**config.mk**
```make
export PLATFORM = sky130hd
export DESIGN_NAME = fifo_uart_tx
export DESIGN_NICKNAME = d
export VERILOG_FILES = /design/src/rtl/fifo_pkg.sv /design/src/rtl/uart_baud_tick.sv /design/src/rtl/fifo_uart_tx.sv
export SDC_FILE = /design/constraint.sdc
export NUM_CORES = 1
export LEC_CHECK = 0
export ABC_AREA = 1
export BUFFER_PORTS_ARGS = -buffer_cell sky130_fd_sc_hd__buf_2
export CAP_MARGIN = 20
export CORE_MARGIN = 2
export CORE_UTILIZATION = 32
export CTS_BUF_LIST = sky130_fd_sc_hd__clkbuf_4
export DETAILED_ROUTE_END_ITERATION = 10
export PLACE_DENSITY_LB_ADDON = 0.2
export SYNTH_ARGS = -nofsm -noshare
export SYNTH_HDL_FRONTEND = slang
export SYNTH_HIERARCHICAL = 1
export SYNTH_SLANG_ARGS = --single-unit
```
**constraint.sdc**
```tcl
create_clock -name CLOCK -period 1.7 [get_ports CLOCK]
set_input_delay 0.085 -clock CLOCK [delete_from_list [all_inputs] [get_ports CLOCK]]
set_output_delay 0.085 -clock CLOCK [all_outputs]
set_load 0.1 [all_outputs]
```
**src/rtl/fifo_pkg.sv**
```systemverilog
// Shared types and constants for the FIFO-fed UART transmitter.
// The PARITY state exists only when FIFO_UART_TX_PARITY_EN is defined.
package fifo_pkg;

`ifdef FIFO_UART_TX_PARITY_EN
  typedef enum logic [2:0] {
    IDLE, FETCH, LOAD, START, DATA, PARITY, STOP
  } tx_state_t;
`else
  typedef enum logic [2:0] {
    IDLE, FETCH, LOAD, START, DATA, STOP
  } tx_state_t;
`endif

  localparam logic TX_IDLE_LEVEL = 1'b1;

endpackage

```
**src/rtl/uart_baud_tick.sv**
```systemverilog
// Bit-period timer: counts 0..CLKS_PER_BIT-1 and flags the last cycle of each bit.
module uart_baud_tick #(
  parameter int CLKS_PER_BIT = 434
) (
  input  logic CLOCK,
  input  logic RESET_N,
  input  logic clear,
  output logic tick
);

  localparam int CW = $clog2(CLKS_PER_BIT);
  localparam logic [CW-1:0] LAST = CW'(CLKS_PER_BIT - 1);

  logic [CW-1:0] r_count;

  always_ff @(posedge CLOCK or negedge RESET_N) begin
    if (!RESET_N)
      r_count <= '0;
    else if (clear || r_count == LAST)
      r_count <= '0;
    else
      r_count <= r_count + CW'(1);
  end

  assign tick = (r_count == LAST) && !clear;

endmodule

```
**src/rtl/fifo_uart_tx.sv**
```systemverilog
// UART transmitter that pulls bytes from an upstream FIFO (8N1, optional even
// parity when FIFO_UART_TX_PARITY_EN is defined).
//
// state  | meaning
// IDLE   | line high, waiting for EN and a non-empty FIFO
// FETCH  | one-cycle FIFO read strobe
// LOAD   | capture FIFO data, restart bit timer
// START  | start bit (low)
// DATA   | 8 data bits, LSB first
// PARITY | even parity bit (parity build only)
// STOP   | stop bit (high), BYTE_DONE on its last cycle
module fifo_uart_tx
  import fifo_pkg::*;
#(
  parameter int CLKS_PER_BIT = 434
) (
  input  logic       CLOCK,
  input  logic       RESET_N,
  input  logic       EN,
  input  logic       FIFO_EMPTY_N,
  input  logic [7:0] FIFO_DATA,
  output logic       FIFO_READ,
  output logic       TX,
  output logic       BUSY,
  output logic       BYTE_DONE
);

  tx_state_t  r_state, w_state_next;
  logic [7:0] r_shift, w_shift_next;
  logic [2:0] r_bit_idx, w_bit_idx_next;
  logic       r_tx, w_tx_next;
  logic       w_tick, w_clear, w_start_ok;
`ifdef FIFO_UART_TX_PARITY_EN
  logic       r_parity;
`endif

  assign w_start_ok = EN && FIFO_EMPTY_N;
  assign w_clear    = (r_state == IDLE) || (r_state == FETCH) || (r_state == LOAD);

  uart_baud_tick #(.CLKS_PER_BIT(CLKS_PER_BIT)) u_baud (
    .CLOCK   (CLOCK),
    .RESET_N (RESET_N),
    .clear   (w_clear),
    .tick    (w_tick)
  );

  always_ff @(posedge CLOCK or negedge RESET_N) begin
    if (!RESET_N)
      r_state <= IDLE;
    else
      r_state <= w_state_next;
  end

  always_comb begin
    w_state_next = r_state;
    case (r_state)
      IDLE:   if (w_start_ok) w_state_next = FETCH;
      FETCH:  w_state_next = LOAD;
      LOAD:   w_state_next = START;
      START:  if (w_tick) w_state_next = DATA;
`ifdef FIFO_UART_TX_PARITY_EN
      DATA:   if (w_tick && r_bit_idx == 3'd7) w_state_next = PARITY;
      PARITY: if (w_tick) w_state_next = STOP;
`else
      DATA:   if (w_tick && r_bit_idx == 3'd7) w_state_next = STOP;
`endif
      STOP:   if (w_tick) w_state_next = w_start_ok ? FETCH : IDLE;
      default: w_state_next = IDLE;
    endcase
  end

  always_comb begin
    w_shift_next   = r_shift;
    w_bit_idx_next = r_bit_idx;
    if (r_state == LOAD) begin
      w_shift_next   = FIFO_DATA;
      w_bit_idx_next = '0;
    end else if (r_state == DATA && w_tick) begin
      w_shift_next   = {1'b0, r_shift[7:1]};
      w_bit_idx_next = r_bit_idx + 3'd1;
    end
  end

  // TX is computed from the next state so the registered line changes with the state.
  always_comb begin
    w_tx_next = TX_IDLE_LEVEL;
    case (w_state_next)
      START:  w_tx_next = 1'b0;
      DATA:   w_tx_next = w_shift_next[0];
`ifdef FIFO_UART_TX_PARITY_EN
      PARITY: w_tx_next = r_parity;
`endif
      default: w_tx_next = TX_IDLE_LEVEL;
    endcase
  end

  assign FIFO_READ = (r_state == FETCH);
  assign BUSY      = (r_state != IDLE);
  assign BYTE_DONE = (r_state == STOP) && w_tick;
  assign TX        = r_tx;

  always_ff @(posedge CLOCK or negedge RESET_N) begin
    if (!RESET_N) begin
      r_shift   <= '0;
      r_bit_idx <= '0;
      r_tx      <= TX_IDLE_LEVEL;
    end else begin
      r_shift   <= w_shift_next;
      r_bit_idx <= w_bit_idx_next;
      r_tx      <= w_tx_next;
    end
  end

`ifdef FIFO_UART_TX_PARITY_EN
  always_ff @(posedge CLOCK or negedge RESET_N) begin
    if (!RESET_N)
      r_parity <= 1'b0;
    else if (r_state == LOAD)
      r_parity <= ^FIFO_DATA;
  end
`endif

endmodule
```
Word level (Yosys, flattened, before mapping)
Index checks and enable logic that the tools add are counted.
{"block": "classes", "n_addsub": 2, "n_eq_ne": 9, "muxes": 12, "reduce_logical": 12}
{"cell": "$mux 3", "n": 6}
{"cell": "$pmux 3 s6", "n": 1}
{"cell": "$mux 8", "n": 2}
{"cell": "$eq 3x3->1 const B", "n": 4}
{"cell": "$add 9x1->9 const B", "n": 1}
{"cell": "$eq 3x2->1 const B", "n": 3}
{"cell": "$eq 9x9->1 const B", "n": 1}
{"cell": "$mux 9", "n": 1}
{"cell": "$logic_and 1x1->1", "n": 5}
{"cell": "$add 3x1->3 const B", "n": 1}
{"cell": "$eq 3x1->1 const B", "n": 1}
{"cell": "$logic_not 3->1", "n": 1}
{"cell": "$logic_or 1x1->1", "n": 3}
{"cell": "$reduce_bool 3->1", "n": 1}
{"cell": "$pmux 1 s2", "n": 1}
{"cell": "$reduce_bool 2->1", "n": 1}
{"cell": "$logic_not 1->1", "n": 1}
{"cell": "$mux 1", "n": 1}
{"block": "word_totals", "regBits": 24, "out_inout_bits": 4, "word_cells": 41}

Logic depth before layout (Yosys ltp)
Gate-level depths: netlist of run 1.
{"block": "logic_depth", "ltp_word": 10, "depth_mapped": 14}

Hierarchy
The synthesis of run 1 kept the hierarchy.
{"mod": "fifo_uart_tx", "n_inst": 1, "cells_per_inst": 95, "area_per_inst_um2": 823.3, "seq_area_each_um2": 376.6}
{"mod": "uart_baud_tick", "n_inst": 1, "cells_per_inst": 68, "area_per_inst_um2": 508.0, "seq_area_each_um2": 225.2}

Worst setup path before layout of run 1
OpenSTA, ideal clock, no wires.
{"block": "synth_path", "path_type": "flip-flop to flip-flop", "start": "reg r_state[1]", "end": "reg r_tx, in the netlist TX", "setup_ns": 0.077, "arrival_ns": 2.176, "t_required_ns": 1.623, "slack_ns": -0.553, "path_stages_with_launch": 8, "n_path_buf": 1, "period_less_slack_ns": 2.253, "cell_sequence": "dfrtp_1 -> buf_4 -> inv_1 -> nand2_1 -> nor2_1 -> a31oi_1 -> nand2_1 -> nand2_1"}
{"block": "synth_via", "elab_chain_cells": 10}
{"item": "start, declared", "line_no": "fifo_uart_tx.sv:28", "source": "tx_state_t r_state, w_state_next;"}
{"item": "start signal, assigned", "line_no": "fifo_uart_tx.sv:51", "source": "r_state <= w_state_next;"}
{"item": "$eq 3x1->1 *"}
{"item": "net FIFO_READ", "line_no": "fifo_uart_tx.sv:22", "source": "output logic FIFO_READ,"}
{"item": "$logic_or 1x1->1 (2 in series)", "line_no": "fifo_uart_tx.sv:38", "source": "assign w_clear = (r_state == IDLE) || (r_state == FETCH) || (r_state == LOAD);"}
{"item": "$logic_not 1->1", "line_no": "uart_baud_tick.sv:25", "source": "assign tick = (r_count == LAST) && !clear;"}
{"item": "$logic_and 1x1->1", "line_no": "uart_baud_tick.sv:25"}
{"item": "$logic_and 1x1->1", "line_no": "fifo_uart_tx.sv:65", "source": "DATA: if (w_tick && r_bit_idx == 3'd7) w_state_next = STOP;"}
{"item": "$mux 3", "line_no": "fifo_uart_tx.sv:65"}
{"item": "$pmux 3 s6", "line_no": "fifo_uart_tx.sv:56", "source": "case (r_state)"}
{"item": "$eq 3x3->1 or $eq 3x2->1 (tied branches)", "line_no": "fifo_uart_tx.sv:87", "source": "case (w_state_next)"}
{"item": "$pmux 1 s2 *", "line_no": "fifo_uart_tx.sv:87"}
{"item": "net w_tx_next", "line_no": "fifo_uart_tx.sv:31", "source": "logic r_tx, w_tx_next;"}
{"item": "end signal, assigned", "line_no": "fifo_uart_tx.sv:110", "source": "r_tx <= w_tx_next;"}
{"item": "end, declared", "line_no": "fifo_uart_tx.sv:31"}
The timed path passes the listed nets; every way through them passes the cells marked *. The select of a mux whose other input is x is not followed.
A chain may end at the register's enable or synchronous reset.

Final worst setup path of run 1
{"block": "layout_path", "start": "reg u_baud.r_count[1]", "end": "out BYTE_DONE"}
{"block": "layout_via", "elab_chain_cells": 3}
{"item": "start, declared", "line_no": "uart_baud_tick.sv:14", "source": "logic [CW-1:0] r_count;"}
{"item": "start signal, assigned", "line_no": "uart_baud_tick.sv:22", "source": "r_count <= r_count + CW'(1);"}
{"item": "$eq 9x9->1", "line_no": "uart_baud_tick.sv:25"}
{"item": "$logic_and 1x1->1", "line_no": "uart_baud_tick.sv:25"}
{"item": "net w_tick", "line_no": "fifo_uart_tx.sv:32", "source": "logic w_tick, w_clear, w_start_ok;"}
{"item": "$logic_and 1x1->1", "line_no": "fifo_uart_tx.sv:99", "source": "assign BYTE_DONE = (r_state == STOP) && w_tick;"}
{"item": "end, declared", "line_no": "fifo_uart_tx.sv:25", "source": "output logic BYTE_DONE"}
The timed path passes the listed nets, and every way through them passes these cells.

==> impl_metrics.env, run 1 <==
export IMPL_outcome="complete, but fails checks"
export IMPL_violations="negative setup slack"
export IMPL_holdCritPathClass="in -> reg"
export IMPL_die_x_um=68.50
export IMPL_required_ns=1.62
export IMPL_min_period_ns=1.789
export IMPL_drt_wirelength_per_cell_um=11.85
export IMPL_path_class="reg -> out"
export IMPL_antenna_cells=0
export IMPL_syn_cell_area_um2=1331
export IMPL_synth_seq_cells=24
export IMPL_finalMaxSlewViolations=0
export IMPL_p_leak_nw=0.8644
export IMPL_crit_chain="inv_1 > ha_1 > nand2_1 > nor2_1 > nand2_1 > nor2_2 > nand2_1 > clkinv_2 > nand2_4 > clkinvlp_4 > buf_12"
export IMPL_portBuffers=15
export IMPL_viasPerCell=4.769
export IMPL_crit_top_cell="nand2_1"
export IMPL_critPathLaunchType="flip-flop"
export IMPL_min_period_over_period=1.052
export IMPL_fmax_mhz=559.1
export IMPL_finClkSkew_ns=0.01118
export IMPL_syn_nets=179
export IMPL_drive_gt1_frac=0.3021
export IMPL_seq_area_frac_synth=0.4521
export IMPL_tritoncts="yes"
export IMPL_post_route_drc_count=0
export IMPL_power_w=0.0008844
export IMPL_syn2layout_area_growth_pct=28.95
export IMPL_ant_nets=0
export IMPL_vdd_drop_max_mv=0.2774
export IMPL_setup_slack_ns=-0.08871
export IMPL_yosysUniqueCellTypes=26
export IMPL_cp_slowest_stage_delay_ns=0.40
export IMPL_avgSynthCellArea_um2=8.167
export IMPL_drt_first_iter_violations=52
export IMPL_critPathSlowestCell="dfrtp_1"
export IMPL_finalHoldWorstSlack_ns=0.03296
export IMPL_routed_wl_um=2867
export IMPL_drt_pass1_iterations=3
export IMPL_die_height_um=68.50
export IMPL_cp_end_kind="output port"
export IMPL_finalSetupViolCount=4
export IMPL_ioPinCount=16
export IMPL_slew_limit_headroom=0.6274
export IMPL_dp_hpwl_um=2108
export IMPL_dieArea_um2=4692
export IMPL_cts_buffers=3
export IMPL_grt_max_degree=25
export IMPL_syn_instance_count=163
export IMPL_track_usage=0.1490
export IMPL_max_cap_violations=0
export IMPL_antenna_found_initial=0
export IMPL_ys_warn_count=6
export IMPL_p_per_area_nw_per_um2=515.2
export IMPL_layout_nets=209
export IMPL_clock_path_buffers=2
export IMPL_critPathMaxFanout=2
export IMPL_final_hold_viol_count=0
export IMPL_start_util=0.3328
export IMPL_num_rows=23
export IMPL_vias=1154
export IMPL_grt_overflow=0
export IMPL_htree_levels=1
export IMPL_core_um2=4000
export IMPL_cts_sinks=24
export IMPL_gp_congestion=0.8332
export IMPL_grt_pass1_vias=1203
export IMPL_grt_first_pass_wirelength_um=5237
export IMPL_clk_latency_ns=0.31
export IMPL_cp_arrival_ns=1.70
export IMPL_worstMarginPinSlew_ns=0.5589
export IMPL_rsz0062_at_grt="yes"
export IMPL_clk_pin_slew_worst_paths_ns=0.14
export IMPL_root_buffer="clkbuf_4"
-- metal layers --
layer  GRT usage  wire length (um)  vias up
met5           0                 0        -
met2      0.2728              1538       11
li1            -                 -      588
met1      0.1706              1229      553
met4     0.03750                25        0
met3     0.03896                74        2
-- Yosys cell counts, drive strengths merged --
cell type  number  area, um2
a21oi           5      28.78
a22o            2      17.52
a31oi           1      6.260
buf             3      23.77
clkinv          1      3.750
dfrtp          23      575.6
dfstp           1      26.28
ha              4      50.05
inv            29      108.9
nand2          39      168.9
nand3          13      75.07
nand4           8      50.05
nor2           23      106.4
o21ai           1      5.000
o221ai          6      52.55
o22ai           1      6.260
xnor2           2      17.52
xor2            1      8.760
-- repair_timing --
| item | CTS | global route |
|---|---|---|
| buffers inserted | 5 | 1 |
| gates cloned | 0 | 1 |
| gates resized for setup | 6 | 9 |
| hold buffers | 2 | 0 |
| endpoints found under the setup margin | 4 | 16 |
| pin swaps | 3 | 3 |
| hold endpoints to repair | 24 | 0 |
-- cells in the final DEF (no fill, tap or decap), drive strengths merged --
cell | netlist | layout
nand2 | 39 | 40
inv | 29 | 28
buf | 3 | 25
dfrtp | 23 | 23
nor2 | 23 | 23
nand3 | 13 | 13
nand4 | 8 | 8
o221ai | 6 | 6
a21oi | 5 | 5
ha | 4 | 4
clkbuf | 0 | 3
a22o | 2 | 2
dlygate4sd3 | 0 | 2
xnor2 | 2 | 2
clkinv | 1 | 2
dfstp | 1 | 1
o21ai | 1 | 1
a31oi | 1 | 1
clkinvlp | 0 | 1
o22ai | 1 | 1
xor2 | 1 | 1
-- flip-flops by register name, indices dropped and copies added (netlist names) --
name and cells:
r_shift 8, TX 1, r_state 3, r_bit_idx 3
u_baud/r_count 9
-- stage by stage --
| step | worst slack (ns) | setup TNS (ns) | area (um2) | utilization | std cells |
|---|---|---|---|---|---|
| after floorplan | 0.04259 | 0 | 1349 | - | 163 |
| after global placement | 0.07860 | 0 | 1538 | 0.3844 | 229 |
| after detailed placement | 0.01289 | 0 | 1538 | 0.3844 | 229 |
| after CTS | -0.1166 | -0.1738 | 1654 | 0.4135 | 240 |
| after global routing | -0.2499 | -1.743 | 1717 | 0.4292 | 242 |
| final | -0.08871 | -0.1218 | 1717 | 0.4292 | 242 |
-- power by group --
part | total (W) | switching (W) | internal, W
Clock | 0.000254 | 0.000168 | 0.0000858
Combinational | 0.0000478 | 0.0000268 | 0.0000210
Sequential | 0.000583 | 0.00000255 | 0.000580
-- logic make-up after synthesis --
logic type,after synthesis,share of synthesized area
AND/OR/NAND/NOR,83,0.3007
buffers and inverters,33,0.1024
flip-flops,24,0.4521
AO/OA/AOI/OAI,16,0.08741
adder cells (fa/ha/maj),4,0.03760
XOR/XNOR,3,0.01974
-- worst paths after layout --
kind	cells past startpoint	slack, ns	endpoint	start
worst max register to register	16	-0.02	TX$_DFF_PN1_	u_baud/r_count[1]$_DFF_PN0_
worst max-delay path	11	-0.09	BYTE_DONE	u_baud/r_count[1]$_DFF_PN0_
worst min-delay path	3	0.03	r_shift[4]$_DFFE_PN0P_	FIFO_DATA[4]
max in group asynchronous	2	1.04	r_bit_idx[2]$_DFFE_PN0P_	RESET_N
worst min register to register	1	0.50	r_bit_idx[0]$_DFFE_PN0P_	r_bit_idx[0]$_DFFE_PN0P_
min in group asynchronous	2	0.28	r_state[1]$_DFF_PN0_	RESET_N
-- critical path, delay by kind of cell, from the launching register on --
family        cells  cell delay (ns)
simple gates      6             0.49
flops             1             0.40
buf+inv           4             0.37
fa+ha+maj         1             0.13
-- layout make-up --
type / instances / area, um2
Tap cell: 50 / 62.56
Clock buffer: 3 / 22.52
Inverter: 30 / 117.6
Clock inverter: 1 / 3.754
Sequential cell: 24 / 601.8
Fill cell: 425 / 2283
Timing Repair Buffer: 27 / 219.0
Multi-Input combinational cell: 107 / 689.4
Note: power is estimated with default switching activity, not from simulation.
==> run 2, diff against run 1 <==
--- a/config.mk
+++ b/config.mk
@@ -6,11 +6,11 @@
 export NUM_CORES = 1
 export LEC_CHECK = 0
 export ABC_AREA = 1
+export ABC_CLOCK_PERIOD_IN_PS = 1800
 export BUFFER_PORTS_ARGS = -buffer_cell sky130_fd_sc_hd__buf_2
 export CAP_MARGIN = 20
 export CORE_MARGIN = 2
 export CORE_UTILIZATION = 32
-export CTS_BUF_LIST = sky130_fd_sc_hd__clkbuf_4
 export DETAILED_ROUTE_END_ITERATION = 10
 export PLACE_DENSITY_LB_ADDON = 0.2
 export SYNTH_ARGS = -nofsm -noshare
==> constraint.sdc (replaced) <==
create_clock -name CLOCK -period 1.8 [get_ports CLOCK]
set_input_delay 0.09 -clock CLOCK [delete_from_list [all_inputs] [get_ports CLOCK]]
set_output_delay 0.09 -clock CLOCK [all_outputs]
set_load 0.1 [all_outputs]
==> run 2 against run 1 <==
The flow now finishes without violations; sequential cell count stayed put; register-to-register slack improved by 0.13 ns; design area fell by 1.6%; utilization fell by 0.69 points; hold slack better by 0.031 ns; global-route usage is 1.6 points lower; non-clock buffer count fell by 1; critical path depth fell by 1; combinational power is 14% lower; clock skew shrank 0.0090 ns; largest cell class unchanged; largest power group unchanged; highest routed layer unchanged.
==> impl_metrics.env, run 2 (synthesis results as in run 1) <==
export IMPL_tritoncts="yes"
export IMPL_p_per_area_nw_per_um2=633.0
export IMPL_worstMarginPinSlew_ns=0.5482
export IMPL_fmax_mhz=573.2
export IMPL_min_period_over_period=0.9693
export IMPL_htree_levels=1
export IMPL_final_cells=241
export IMPL_start_util=0.3328
export IMPL_num_rows=23
export IMPL_final_cell_mix="nand2_1, inv_1, dfrtp_1"
export IMPL_layout_commonest_cell="nand2_1"
export IMPL_clk_pin_slew_worst_paths_ns=0.09
export IMPL_dp_cells=227
export IMPL_multi_input_area_um2=660.6
export IMPL_die_x_um=68.50
export IMPL_rsz0062_at_grt="yes"
export IMPL_finalHoldWorstSlack_ns=0.06396
export IMPL_track_usage=0.1325
export IMPL_drive_gt1_frac=0.2984
export IMPL_fillers=405
export IMPL_critPathMaxFanout=3
export IMPL_finalSetupViolCount=0
export IMPL_viasPerCell=4.643
export IMPL_cp_arrival_ns=1.65
export IMPL_grt_first_pass_wirelength_um=4664
export IMPL_holdCritPathClass="in -> reg"
export IMPL_clk_latency_ns=0.27
export IMPL_cts_buffers=3
export IMPL_antenna_found_initial=0
export IMPL_finalMaxSlewViolations=0
export IMPL_grt_max_degree=25
export IMPL_reg_largest_list="u_baud/r_count: 9 flops, r_shift: 8 flops"
export IMPL_min_period_ns=1.745
export IMPL_critPathLaunchType="flip-flop"
export IMPL_die_height_um=68.50
export IMPL_antenna_cells=0
export IMPL_portBuffers=15
export IMPL_path_class="reg -> out"
export IMPL_drt_first_iter_violations=45
export IMPL_root_buffer="clkbuf_8"
export IMPL_vdd_drop_max_mv=0.2378
export IMPL_routed_wl_um=2654
export IMPL_cp_end_kind="output port"
export IMPL_power_w=0.001069
export IMPL_largest_reg_flops=9
export IMPL_vias=1119
export IMPL_drt_wirelength_per_cell_um=11.01
export IMPL_p_leak_nw=0.8488
export IMPL_post_route_drc_count=0
export IMPL_required_ns=1.71
export IMPL_dp_hpwl_um=1920
export IMPL_place_area_um2=1481
export IMPL_grt_overflow=0
export IMPL_core_um2=4000
export IMPL_clock_path_buffers=2
export IMPL_regMostFlops="u_baud/r_count"
export IMPL_dieArea_um2=4692
export IMPL_layout_nets=208
export IMPL_slew_limit_headroom=0.6345
export IMPL_fin_area_um2=1689
export IMPL_gp_congestion=0.8306
export IMPL_finClkSkew_ns=0.002177
export IMPL_ant_nets=0
export IMPL_cts_sinks=24
export IMPL_ioPinCount=16
export IMPL_grt_pass1_vias=1097
export IMPL_setup_tns_final_ns=0
export IMPL_drt_pass1_iterations=4
export IMPL_final_seq_area_um2=601.8
export IMPL_outcome="complete, no violations"
export IMPL_final_hold_viol_count=0
export IMPL_syn2layout_area_growth_pct=26.88
export IMPL_max_cap_violations=0
## run 2: cell count changes in the layout (fill, tap and decap cells not counted), moves of 3 or more
cell	change
o221ai_2	-3
clkbuf_4	-3
clkbuf_8	+3
o221ai_1	+3
## run 2: where the power goes
part	internal, W	switching, W	total [W]
Sequential	0.000548	0.00000225	0.000550
Clock	0.000298	0.000180	0.000478
Combinational	0.0000173	0.0000240	0.0000412
## run 2: critical path, stage by stage, from the launching register on
cell and delay (ns):
dfrtp_1 0.42, inv_2 0.11, nand2_1 0.08, nor2_2 0.12, nand2_2 0.08, nor2_4 0.13, nand2_2 0.06, clkinv_2 0.06
nand2_2 0.07, clkinvlp_4 0.09, buf_12 0.17
## run 2: metrics by stage
| stage | util | worst slack [ns] |
|---|---|---|
| 3_5_place_dp | 0.3703 | 0.02403 |
| 2_1_floorplan | - | 0.02220 |
| 3_3_place_gp | 0.3703 | 0.09826 |
| 5_1_grt | 0.4223 | -0.08571 |
| 6_report | 0.4223 | 0.05529 |
| 4_1_cts | 0.3979 | 0.006817 |
## run 2: final timing paths
kind	from	to	slack, ns	cells after the start
min	FIFO_DATA[7]	r_shift[7]$_DFFE_PN0P_	0.06	3
max reg2reg	u_baud/r_count[3]$_DFF_PN0_	r_bit_idx[1]$_DFFE_PN0P_	0.11	12
min reg2reg	r_bit_idx[0]$_DFFE_PN0P_	r_bit_idx[0]$_DFFE_PN0P_	0.49	1
min in group asynchronous	RESET_N	u_baud/r_count[4]$_DFF_PN0_	0.34	2
max	u_baud/r_count[3]$_DFF_PN0_	BYTE_DONE	0.06	10
max in group asynchronous	RESET_N	TX$_DFF_PN1_	1.10	2
## run 2: repair_timing
action / in CTS / in global routing
endpoints found under the hold margin: 23 / 0
endpoints found under the setup margin: 1 / 11
pin swaps: 1 / 2
gates cloned: 0 / 1
hold buffers: 1 / 0
buffers inserted: 2 / 6
resized for setup: 5 / 8
## run 2: routing by layer
layer,part of all wire,GRT usage
met1,0.49,0.1699
met2,0.45,0.2163
met3,0.043,0.02435
met4,0.021,0.06000
met5,0,0
## run 2: area by class of cell
class                           count  share of cell area
Inverter                           30             0.06963
Clock inverter                      1             0.01778
Timing Repair Buffer               26              0.1037
Sequential cell                    24              0.3563
Tap cell                           50             0.03704
Multi-Input combinational cell    107              0.3911
Clock buffer                        3             0.02444
==> run 3, diff against run 2 <==
--- a/config.mk
+++ b/config.mk
@@ -9,6 +9,7 @@
 export ABC_CLOCK_PERIOD_IN_PS = 1800
 export BUFFER_PORTS_ARGS = -buffer_cell sky130_fd_sc_hd__buf_2
 export CAP_MARGIN = 20
+export CORE_ASPECT_RATIO = 0.8
 export CORE_MARGIN = 2
 export CORE_UTILIZATION = 32
 export DETAILED_ROUTE_END_ITERATION = 10
==> run 3 against run 2 <==
Clock skew up 0.0081 ns; register-to-register slack about the same; design area down 1.6%; non-clock buffer count down 2; combinational power down 2%; routed wire length up 11%; sequential share of layout area up 0.59 points; sequential power about the same; final cell count up 1.2%; critical path type unchanged.
==> impl_metrics.env, run 3 (synthesis results as in run 1) <==
export IMPL_outcome="complete, no violations"
export IMPL_regMostFlops="u_baud/r_count"
export IMPL_critPathMaxFanout=2
export IMPL_reg2reg_slack_ns=0.1
export IMPL_htree_levels=1
export IMPL_place_ws_ns=0.08671
export IMPL_final_cells=244
export IMPL_largest_reg_flops=9
export IMPL_p_leak_nw=0.8542
export IMPL_cp_arrival_ns=1.61
export IMPL_cp_end_kind="output port"
export IMPL_vdd_drop_max_mv=0.3130
export IMPL_grt_first_pass_wirelength_um=4850
export IMPL_clock_path_buffers=2
export IMPL_min_period_over_period=0.9468
export IMPL_cts_sinks=24
export IMPL_power_w=0.001071
export IMPL_viasPerCell=4.717
export IMPL_hold_path_depth=3
export IMPL_fin_area_um2=1662
export IMPL_reg_largest_list="u_baud/r_count: 9 flops, r_shift: 8 flops"
export IMPL_min_from="FIFO_DATA[7]"
export IMPL_final_cell_mix="nand2_1, inv_1, dfrtp_1"
export IMPL_finClkSkew_ns=0.01031
export IMPL_grt_overflow=0
export IMPL_syn2layout_area_growth_pct=24.81
export IMPL_startpoint="u_baud/r_count[1]$_DFF_PN0_"
export IMPL_track_usage=0.1321
export IMPL_dieArea_um2=4696
export IMPL_cp_slowest_stage_delay_ns=0.38
export IMPL_max_cap_violations=0
export IMPL_clk_latency_ns=0.27
export IMPL_final_hold_viol_count=0
export IMPL_finalHoldWorstSlack_ns=0.05942
export IMPL_gp_congestion=0.8739
export IMPL_rsz0062_at_grt="yes"
export IMPL_cp_num_buf_inv=4
export IMPL_drt_wirelength_per_cell_um=12.10
export IMPL_vias=1151
export IMPL_antenna_cells=0
export IMPL_crit_chain="inv_1 > ha_1 > nand2_1 > nor2_1 > nand2_1 > nor2_2 > nand2_1 > clkinv_2 > nand2_4 > clkinvlp_4 > buf_12"
export IMPL_reg2reg_to="r_bit_idx[1]$_DFFE_PN0P_"
export IMPL_required_ns=1.71
export IMPL_finalMaxSlewViolations=0
export IMPL_worstMarginPinSlew_ns=0.5429
export IMPL_die_x_um=76.12
export IMPL_grt_max_degree=25
export IMPL_cpLargestDelayFamily="simple AND/OR/NAND/NOR gates"
export IMPL_crit_top_cell="nand2_1"
export IMPL_p_per_area_nw_per_um2=644.6
export IMPL_layout_nets=206
export IMPL_place_area_um2=1495
export IMPL_holdCritPathClass="in -> reg"
export IMPL_ant_nets=0
export IMPL_antenna_found_initial=0
export IMPL_slew_limit_headroom=0.6381
export IMPL_layout_commonest_cell="nand2_1"
export IMPL_path_class="reg -> out"
export IMPL_critPathLaunchType="flip-flop"
export IMPL_num_rows=20
export IMPL_cts_buffers=3
export IMPL_post_route_drc_count=0
export IMPL_whs_endpoint="r_shift[7]$_DFFE_PN0P_"
export IMPL_min_period_ns=1.704
export IMPL_portBuffers=15
export IMPL_tritoncts="yes"
export IMPL_ioPinCount=16
export IMPL_finalSetupViolCount=0
export IMPL_die_height_um=61.69
export IMPL_fillers=412
export IMPL_fmax_mhz=586.8
export IMPL_clk_pin_slew_worst_paths_ns=0.09
export IMPL_dp_hpwl_um=2075
export IMPL_setup_slack_ns=0.09583
export IMPL_rr_worst_depth=13
export IMPL_start_util=0.3410
export IMPL_core_um2=3904
export IMPL_critPathSlowestCell="dfrtp_1"
export IMPL_r2r_start="u_baud/r_count[1]$_DFF_PN0_"
export IMPL_drt_first_iter_violations=39
export IMPL_drive_gt1_frac=0.2646
export IMPL_drt_pass1_iterations=4
export IMPL_root_buffer="clkbuf_8"
export IMPL_routed_wl_um=2953
export IMPL_grt_pass1_vias=1072
export IMPL_dp_cells=233
==> run 3: power by group <==
group | switching (W) | internal (W)
Combinational | 0.0000236 | 0.0000167
Clock | 0.000183 | 0.000298
Sequential | 0.00000228 | 0.000548
==> run 3: stage by stage <==
step	utilization	TNS [ns]
6_report	0.4256	0
3_3_place_gp	0.3830	0
2_1_floorplan	-	0
3_5_place_dp	0.3830	0
5_1_grt	0.4256	-0.1647
4_1_cts	0.4112	0
==> run 3: how the worst max path moves through the flow <==
stage	end	slack [ns]	depth (start not counted)
2_1_floorplan	TX$_DFF_PN1_	0.02	7
3_3_place_gp	r_bit_idx[1]$_DFFE_PN0P_	0.16	12
3_5_place_dp	r_bit_idx[1]$_DFFE_PN0P_	0.09	12
4_1_cts	BYTE_DONE	0.04	11
5_1_grt	r_bit_idx[1]$_DFFE_PN0P_	-0.05	13
6_report	BYTE_DONE	0.1	11
==> run 3: tightest hold or removal path, delay by kind of cell <==
family | cells | cell delay, ns
AOI/OAI and AO/OA | 1 | 0.07
buffers and inverters | 2 | 0.13
==> run 3: layer usage <==
metal	vias to the layer above	GRT usage	routed length [um]
met4	0	0.04156	15
met3	2	0.04191	123
met1	553	0.1732	1516
met2	18	0.2156	1297
li1	578	-	-
met5	-	0	0
==> run 3: final cells by class <==
class,count,area (um2),area share
inverter,30,117.6,0.07078
clock buffer,3,41.29,0.02485
clock inverter,1,30.03,0.01807
multi-input combinational,107,641.9,0.3863
sequential,24,601.8,0.3622
tap,55,68.82,0.04142
timing repair buffer,24,160.2,0.09639
==> run 3: what timing repair did <==
action	4_1_cts	5_1_grt
hold buffers	1	0
buffers inserted	3	2
cloned	0	1
gates resized for setup	3	5
endpoints found under the setup margin	1	5
pin swaps	1	4
hold endpoints to repair	23	0
